--- src/rtl/reg_read.sv ---
// Register-read stage: four-lane pipeline register that resolves source operands
// against same-cycle writeback and tracks branch-mask kill/clear on held lanes.
module reg_read #(
    parameter int unsigned WIDTH     = 96,
    parameter int unsigned WIDTH_REG = 5,
    parameter int unsigned WIDTH_BRM = 4
) (
    input  logic                            i_clk,
    input  logic                            i_rst_n,
    input  logic [3:0]                      i_valid,
    input  logic [WIDTH-1:0]                i_instr0,
    input  logic [WIDTH-1:0]                i_instr1,
    input  logic [WIDTH-1:0]                i_instr2,
    input  logic [WIDTH-1:0]                i_instr3,
    input  logic [WIDTH_BRM-1:0]            i_brmask0,
    input  logic [WIDTH_BRM-1:0]            i_brmask1,
    input  logic [WIDTH_BRM-1:0]            i_brmask2,
    input  logic [WIDTH_BRM-1:0]            i_brmask3,
    output logic                            o_ready,
    output logic [2*WIDTH_REG-1:0]          o_raddr0,
    output logic [2*WIDTH_REG-1:0]          o_raddr1,
    output logic [2*WIDTH_REG-1:0]          o_raddr2,
    output logic [2*WIDTH_REG-1:0]          o_raddr3,
    input  logic [63:0]                     i_rdata0,
    input  logic [63:0]                     i_rdata1,
    input  logic [63:0]                     i_rdata2,
    input  logic [63:0]                     i_rdata3,
    input  logic [3:0]                      i_wb_en,
    input  logic [WIDTH_REG-1:0]            i_wb_addr0,
    input  logic [WIDTH_REG-1:0]            i_wb_addr1,
    input  logic [WIDTH_REG-1:0]            i_wb_addr2,
    input  logic [WIDTH_REG-1:0]            i_wb_addr3,
    input  logic [31:0]                     i_wb_data0,
    input  logic [31:0]                     i_wb_data1,
    input  logic [31:0]                     i_wb_data2,
    input  logic [31:0]                     i_wb_data3,
    input  logic                            i_stall,
    input  logic                            i_flush,
    input  logic [WIDTH_BRM-1:0]            i_kill_mask,
    input  logic [WIDTH_BRM-1:0]            i_clr_mask,
    output logic [3:0]                      o_valid,
    output logic [WIDTH-2*WIDTH_REG-1:0]    o_instr0,
    output logic [WIDTH-2*WIDTH_REG-1:0]    o_instr1,
    output logic [WIDTH-2*WIDTH_REG-1:0]    o_instr2,
    output logic [WIDTH-2*WIDTH_REG-1:0]    o_instr3,
    output logic [63:0]                     o_regFile0,
    output logic [63:0]                     o_regFile1,
    output logic [63:0]                     o_regFile2,
    output logic [63:0]                     o_regFile3,
    output logic [WIDTH_BRM-1:0]            o_brmask0,
    output logic [WIDTH_BRM-1:0]            o_brmask1,
    output logic [WIDTH_BRM-1:0]            o_brmask2,
    output logic [WIDTH_BRM-1:0]            o_brmask3
);

    localparam int unsigned LANES = 4;
    localparam int unsigned RW    = 2 * WIDTH_REG;
    localparam int unsigned IW    = WIDTH - RW;

    logic [WIDTH-1:0]     instr_in [LANES];
    logic [63:0]          rdata_in [LANES];
    logic [WIDTH_BRM-1:0] bm_in    [LANES];
    logic [WIDTH_REG-1:0] wb_addr  [LANES];
    logic [31:0]          wb_data  [LANES];

    logic [LANES-1:0]     valid_q, valid_d;
    logic [IW-1:0]        instr_q  [LANES];
    logic [IW-1:0]        instr_d  [LANES];
    logic [63:0]          rf_q     [LANES];
    logic [63:0]          rf_d     [LANES];
    logic [WIDTH_BRM-1:0] bm_q     [LANES];
    logic [WIDTH_BRM-1:0] bm_d     [LANES];
    logic [WIDTH_REG-1:0] rs1_q    [LANES];
    logic [WIDTH_REG-1:0] rs1_d    [LANES];
    logic [WIDTH_REG-1:0] rs2_q    [LANES];
    logic [WIDTH_REG-1:0] rs2_d    [LANES];
    logic [WIDTH_BRM-1:0] ld_bm    [LANES];
    logic [LANES-1:0]     ld_valid;

    assign instr_in = '{i_instr0, i_instr1, i_instr2, i_instr3};
    assign rdata_in = '{i_rdata0, i_rdata1, i_rdata2, i_rdata3};
    assign bm_in    = '{i_brmask0, i_brmask1, i_brmask2, i_brmask3};
    assign wb_addr  = '{i_wb_addr0, i_wb_addr1, i_wb_addr2, i_wb_addr3};
    assign wb_data  = '{i_wb_data0, i_wb_data1, i_wb_data2, i_wb_data3};

    // Ascending scan so the highest-numbered matching writeback port wins.
    function automatic logic [31:0] wb_pick(input logic [WIDTH_REG-1:0] idx,
                                            input logic [31:0] dflt);
        logic [31:0] r;
        r = dflt;
        for (int p = 0; p < LANES; p++) begin
            if (i_wb_en[p] && (idx != '0) && (wb_addr[p] == idx)) begin
                r = wb_data[p];
            end
        end
        return r;
    endfunction

    // Next-state: capture new lanes or refresh held operands, then kill/clear masks.
    always_comb begin
        valid_d  = '0;
        ld_valid = valid_q;
        for (int n = 0; n < LANES; n++) begin
            instr_d[n] = instr_q[n];
            rs1_d[n]   = rs1_q[n];
            rs2_d[n]   = rs2_q[n];
            ld_bm[n]   = bm_q[n];
            rf_d[n]    = {wb_pick(rs2_q[n], rf_q[n][63:32]), wb_pick(rs1_q[n], rf_q[n][31:0])};
            if (!i_stall) begin
                instr_d[n]  = instr_in[n][WIDTH-1:RW];
                rs1_d[n]    = instr_in[n][WIDTH_REG-1:0];
                rs2_d[n]    = instr_in[n][RW-1:WIDTH_REG];
                ld_bm[n]    = bm_in[n];
                ld_valid[n] = i_valid[n];
                rf_d[n][31:0]  = (rs1_d[n] == '0) ? 32'h0 : wb_pick(rs1_d[n], rdata_in[n][31:0]);
                rf_d[n][63:32] = (rs2_d[n] == '0) ? 32'h0 : wb_pick(rs2_d[n], rdata_in[n][63:32]);
            end
            valid_d[n] = ~i_flush & ld_valid[n] & ~(|(ld_bm[n] & i_kill_mask));
            bm_d[n]    = ld_bm[n] & ~i_clr_mask;
        end
    end

    always_ff @(posedge i_clk or negedge i_rst_n) begin
        if (!i_rst_n) begin
            valid_q <= '0;
            for (int n = 0; n < LANES; n++) begin
                instr_q[n] <= '0;
                rf_q[n]    <= '0;
                bm_q[n]    <= '0;
                rs1_q[n]   <= '0;
                rs2_q[n]   <= '0;
            end
        end else begin
            valid_q <= valid_d;
            for (int n = 0; n < LANES; n++) begin
                instr_q[n] <= instr_d[n];
                rf_q[n]    <= rf_d[n];
                bm_q[n]    <= bm_d[n];
                rs1_q[n]   <= rs1_d[n];
                rs2_q[n]   <= rs2_d[n];
            end
        end
    end

    assign o_ready    = ~i_stall;
    assign o_raddr0   = i_instr0[RW-1:0];
    assign o_raddr1   = i_instr1[RW-1:0];
    assign o_raddr2   = i_instr2[RW-1:0];
    assign o_raddr3   = i_instr3[RW-1:0];
    assign o_valid    = valid_q;
    assign o_instr0   = instr_q[0];
    assign o_instr1   = instr_q[1];
    assign o_instr2   = instr_q[2];
    assign o_instr3   = instr_q[3];
    assign o_regFile0 = rf_q[0];
    assign o_regFile1 = rf_q[1];
    assign o_regFile2 = rf_q[2];
    assign o_regFile3 = rf_q[3];
    assign o_brmask0  = bm_q[0];
    assign o_brmask1  = bm_q[1];
    assign o_brmask2  = bm_q[2];
    assign o_brmask3  = bm_q[3];

endmodule

--- config.mk ---
export PLATFORM = sky130hd
export DESIGN_NAME = reg_read
export DESIGN_NICKNAME = d
export VERILOG_FILES = /design/src/rtl/reg_read.sv
export SDC_FILE = /design/constraint.sdc
export NUM_CORES = 2
export LEC_CHECK = 0
export ABC_AREA = 1
export CORE_AREA = 2 2 576 578
export CTS_BUF_LIST = sky130_fd_sc_hd__clkbuf_4 sky130_fd_sc_hd__clkbuf_8
export DETAILED_ROUTE_END_ITERATION = 10
export DIE_AREA = 0 0 578 580
export GPL_ROUTABILITY_DRIVEN = 0
export PLACE_DENSITY_LB_ADDON = 0.12
export SYNTH_ARGS = -nofsm -noshare
export SYNTH_HDL_FRONTEND = slang
export SYNTH_SLANG_ARGS = --single-unit
--- constraint.sdc ---
create_clock -name i_clk -period 4.9 [get_ports i_clk]
set_input_delay 0.98 -clock i_clk [delete_from_list [all_inputs] [get_ports i_clk]]
set_output_delay 0.98 -clock i_clk [all_outputs]
set_load 0.005 [all_outputs]
==> summary by stage <==
Clock tree
The clock tree synthesis step divided the H-tree into 4 levels. The count of buffers added by post-CTS timing repair for setup is 0. The root buffer selected by CTS is sky130_fd_sc_hd__clkbuf_8.

Clock-pin slew was measured on the worst setup and hold paths at 0.06 ns. The TritonCTS sink count is 660. The number of clock buffers inserted by TritonCTS is 159. The clock latency on the worst-skew pair is 0.99 ns. TritonCTS built the clock tree.

The maximum root-to-sink buffer count is 4.

Final layout
The final-layout fill cell count is 37230. The area growth from synthesis to final layout is 40.71%. The summed area of non-filler cells in the final layout is 82380 sq um. The number of non-filler instances in the completed layout is 16170. Leaving out fill and tap cells, the most frequent cells in the layout are sky130_fd_sc_hd__nand2_1 (4333), sky130_fd_sc_hd__clkdlybuf4s50_1 (1482), sky130_fd_sc_hd__nand3_1 (1427).

The fraction of layout cells with a size suffix above 1 is 0.08480. The library cell used most frequently in the layout, excluding fill and tap cells, is sky130_fd_sc_hd__nand2_1. The number of nets in the finished design is 12480.

Logic synthesis
The Yosys warning count is 0. Yosys mapped the design onto 35 distinct sky130hd cell types. Summing every instance area after synthesis gives 58550 sq um. The number of nets in the synthesized netlist is 11240.

Synthesis inferred 660 register bits. For this run, the register share of the synthesized area comes to 0.2821. The post-synthesis area per instance is 5.619 sq um. Synthesis handed over a netlist of 10420 instances.

Setup path
At the worst endpoint, the required time is 5.75 ns. The cell type with the highest occurrence count on the critical path is sky130_fd_sc_hd__buf_4. The signal on the critical path passes through clkdlybuf4s50_1 > buf_4 > xnor2_1 > nand2_1 > nor2_4 > nand2_2 > buf_4 > nand3_1 > nand2_1 > a21oi_1 > buf_4 > a21oi_1. The type of element capturing the critical path is a register.

The largest incremental delay on the critical path is 0.89 ns. The setup path with the least slack is of type in -> reg. For the worst setup path, the data arrival time is 4.51 ns. The worst setup path is launched from an input port. Among all stages on the critical path, the largest delay is contributed by sky130_fd_sc_hd__clkdlybuf4s50_1. In this design, the largest share of critical-path delay is due to buffers and inverters. In this run the worst path has a maximum fanout of 21. The sum of buffers and inverters on the critical path is 4.

GRT
The initial antenna violation count came to 167. The pin count of the biggest net entering global routing is 183. The number of global-route vias before repair is 75430. For this run, the total global-route usage over all layers was measured as 0.3114.

The first global-routing pass estimated 711200 um of wire. Summed over all layers, the global routing overflow is 0.

STA
The slew at the pin closest to its max-slew limit is 1.329 ns. The worst-case headroom to the max-slew limit is 0.1143. For this run, the top clock speed supported by timing is 273.2 MHz. Setup repair after global routing left no endpoint under its margin. The clock skew is 0.06435 ns. The max-slew violation count came to 0. Setup violations remaining at the end of the flow were counted as 0. The total count of hold-check failures in the final report is 0. The routed design could run at a clock period as short as 3.660 ns. The final clock period utilization by the worst path is 0.7469. Setup total negative slack on the finished layout was measured at 0 ns.

Floorplanning
The floorplan step set the die height to 580 um. The number of rows in the core area is 211. The die area is 335200 sq um. The initial core utilization is 0.1778. 1485 I/O pins were placed. The standard cell core area is 329200 sq um. From left edge to right edge, the die measures 578 um.

Placed design
Counting tap cells, the placed design contains a total of 15860 instances. During placement, the flow inserted port buffers numbering 1484. The instance area after placement is 78900 sq um. The total half-perimeter wirelength after legalization and detailed placement is 404700 um.

Detailed routing
In the routed layout, each cell is associated on average with a via count of 4.939. Before antenna repair, the detailed router went through 7 iterations. In the routed design, unresolved DRC markers number 0. The via count of the routed design is 79860. In this run the remaining antenna-violating nets after routing total 0. In the final routed layout, each cell accounts on average for 33.59 um. Wires add up to 543100 um. The iteration-0 DRC count of the detailed router is 10860.

Power
The worst voltage drop across the vdd grid is 0.1853 mV. In this run the power density over the cells is 275.8 nW/um^2. The total leakage power is 0.04229 uW.

The overall power consumption is 22720 uW.

Worst hold path
The worst hold-check path type is reg -> reg.

Outcome
The run finished with clean final reports.

Run
Across the run, the number of max-cap violations was 0.
[metal layers]
layer	up-vias	global-route usage	routed length (um)
met5	-	0.0004304	1027
met4	150	0.2270	47690
met3	1437	0.09691	59340
met2	5381	0.5007	245000
met1	38200	0.3463	190100
li1	34700	-	-
[layout make-up]
type	count	area [sq um]	area share
multi-input combinational	7657	33530	0.4070
sequential	660	16520	0.2005
inverter	1266	4762	0.05781
timing repair buffer	1908	18640	0.2262
clock inverter	24	327.8	0.003979
clock buffer	242	3030	0.03679
tap	4366	5463	0.06631
antenna	47	117.6	0.001428
[worst min-delay path, delay by kind of cell (launching register included)]
kind             cells  cell delay, ns
and+or+nand+nor      2            0.10
DFF                  1            0.34
[cell usage after synthesis]
library cell,number,area (sq um)
sky130_fd_sc_hd__a21oi_1,692,3463
sky130_fd_sc_hd__a21oi_2,5,43.79
sky130_fd_sc_hd__and2_1,1,6.260
sky130_fd_sc_hd__buf_1,30,112.6
sky130_fd_sc_hd__buf_2,354,1772
sky130_fd_sc_hd__buf_4,84,630.6
sky130_fd_sc_hd__buf_6,34,382.9
sky130_fd_sc_hd__clkbuf_1,333,1250
sky130_fd_sc_hd__clkbuf_2,2,10.01
sky130_fd_sc_hd__clkinv_1,3,11.26
sky130_fd_sc_hd__dfrtp_1,660,16520
sky130_fd_sc_hd__inv_1,1140,4279
sky130_fd_sc_hd__inv_2,122,457.9
sky130_fd_sc_hd__inv_4,1,6.260
sky130_fd_sc_hd__mux2i_1,20,200.2
sky130_fd_sc_hd__nand2_1,4358,16360
sky130_fd_sc_hd__nand2_2,18,112.6
sky130_fd_sc_hd__nand3_1,1428,7147
sky130_fd_sc_hd__nand3_2,37,370.4
sky130_fd_sc_hd__nand4_1,24,150.1
sky130_fd_sc_hd__nand4_2,1,12.51
sky130_fd_sc_hd__nor2_1,466,1749
sky130_fd_sc_hd__nor2_2,42,262.8
sky130_fd_sc_hd__nor2_4,24,270.3
sky130_fd_sc_hd__nor2_8,3,60.06
sky130_fd_sc_hd__nor3_1,10,50.05
sky130_fd_sc_hd__nor3_2,2,20.02
sky130_fd_sc_hd__nor4_1,4,25.02
sky130_fd_sc_hd__o211ai_1,5,37.54
sky130_fd_sc_hd__o211ai_2,1,12.51
sky130_fd_sc_hd__o21ai_0,409,2047
sky130_fd_sc_hd__o21ai_1,49,245.2
sky130_fd_sc_hd__o22ai_1,13,81.33
sky130_fd_sc_hd__xnor2_1,26,227.7
sky130_fd_sc_hd__xor2_1,19,166.4
[kinds of logic (layout without fill, tap and decap cells)]
group / count (synthesis) / count (layout) / share of synthesized area
xor+xnor: 45 / 45 / 0.006732
compound gates: 1174 / 1174 / 0.1013
other cells: 0 / 47 / 0
buf+inv: 2103 / 3440 / 0.1522
mux: 20 / 20 / 0.003419
simple gates: 6418 / 6418 / 0.4542
flops: 660 / 660 / 0.2821
[flip-flops by register name (all words and copies together), names as in the netlist]
name	flops
rs1_q	20
o_regFile1	64
o_instr3	86
o_brmask3	4
o_instr1	86
o_instr0	86
o_regFile3	64
o_brmask2	4
o_regFile2	64
o_brmask1	4
o_instr2	86
o_valid	4
o_regFile0	64
rs2_q	20
o_brmask0	4
[timing repair]
item                       in CTS  in global routing
hold endpoints to repair       23                  0
hold buffers                    1                  0
resized for setup               0                  0
setup endpoints to repair       0                  0
[metrics by stage]
stage	setup slack [ns]	hold WS, ns	util
after floorplan	1.919	0.4724	-
after global placement	0.3929	0.4634	0.2397
after detailed placement	0.3909	0.4649	0.2397
after CTS	1.115	0.3923	0.2499
after global routing	1.159	0.4612	0.2500
final	1.240	0.4777	0.2502
[path summary, 6_finish.rpt]
kind,from,endpoint,slack [ns],cells after the start
worst max-delay path,i_wb_addr2[2],o_regFile3[34],1.24,12
worst min-delay path,o_instr2[20],o_instr2[20],0.48,2
worst max register to register,rs2_q[3],o_regFile3[34],1.68,13
worst min register to register,o_instr2[20],o_instr2[20],0.48,2
max in group asynchronous,i_rst_n,o_instr0[47],2.88,3
min in group asynchronous,i_rst_n,o_instr1[18],0.54,2
[power breakdown]
part | internal, uW | switching [uW]
logic | 2910 | 5210
clock network | 4250 | 3460
registers | 6110 | 785
total | 13300 | 9450
No activity file was read; power rests on OpenSTA's default activity.
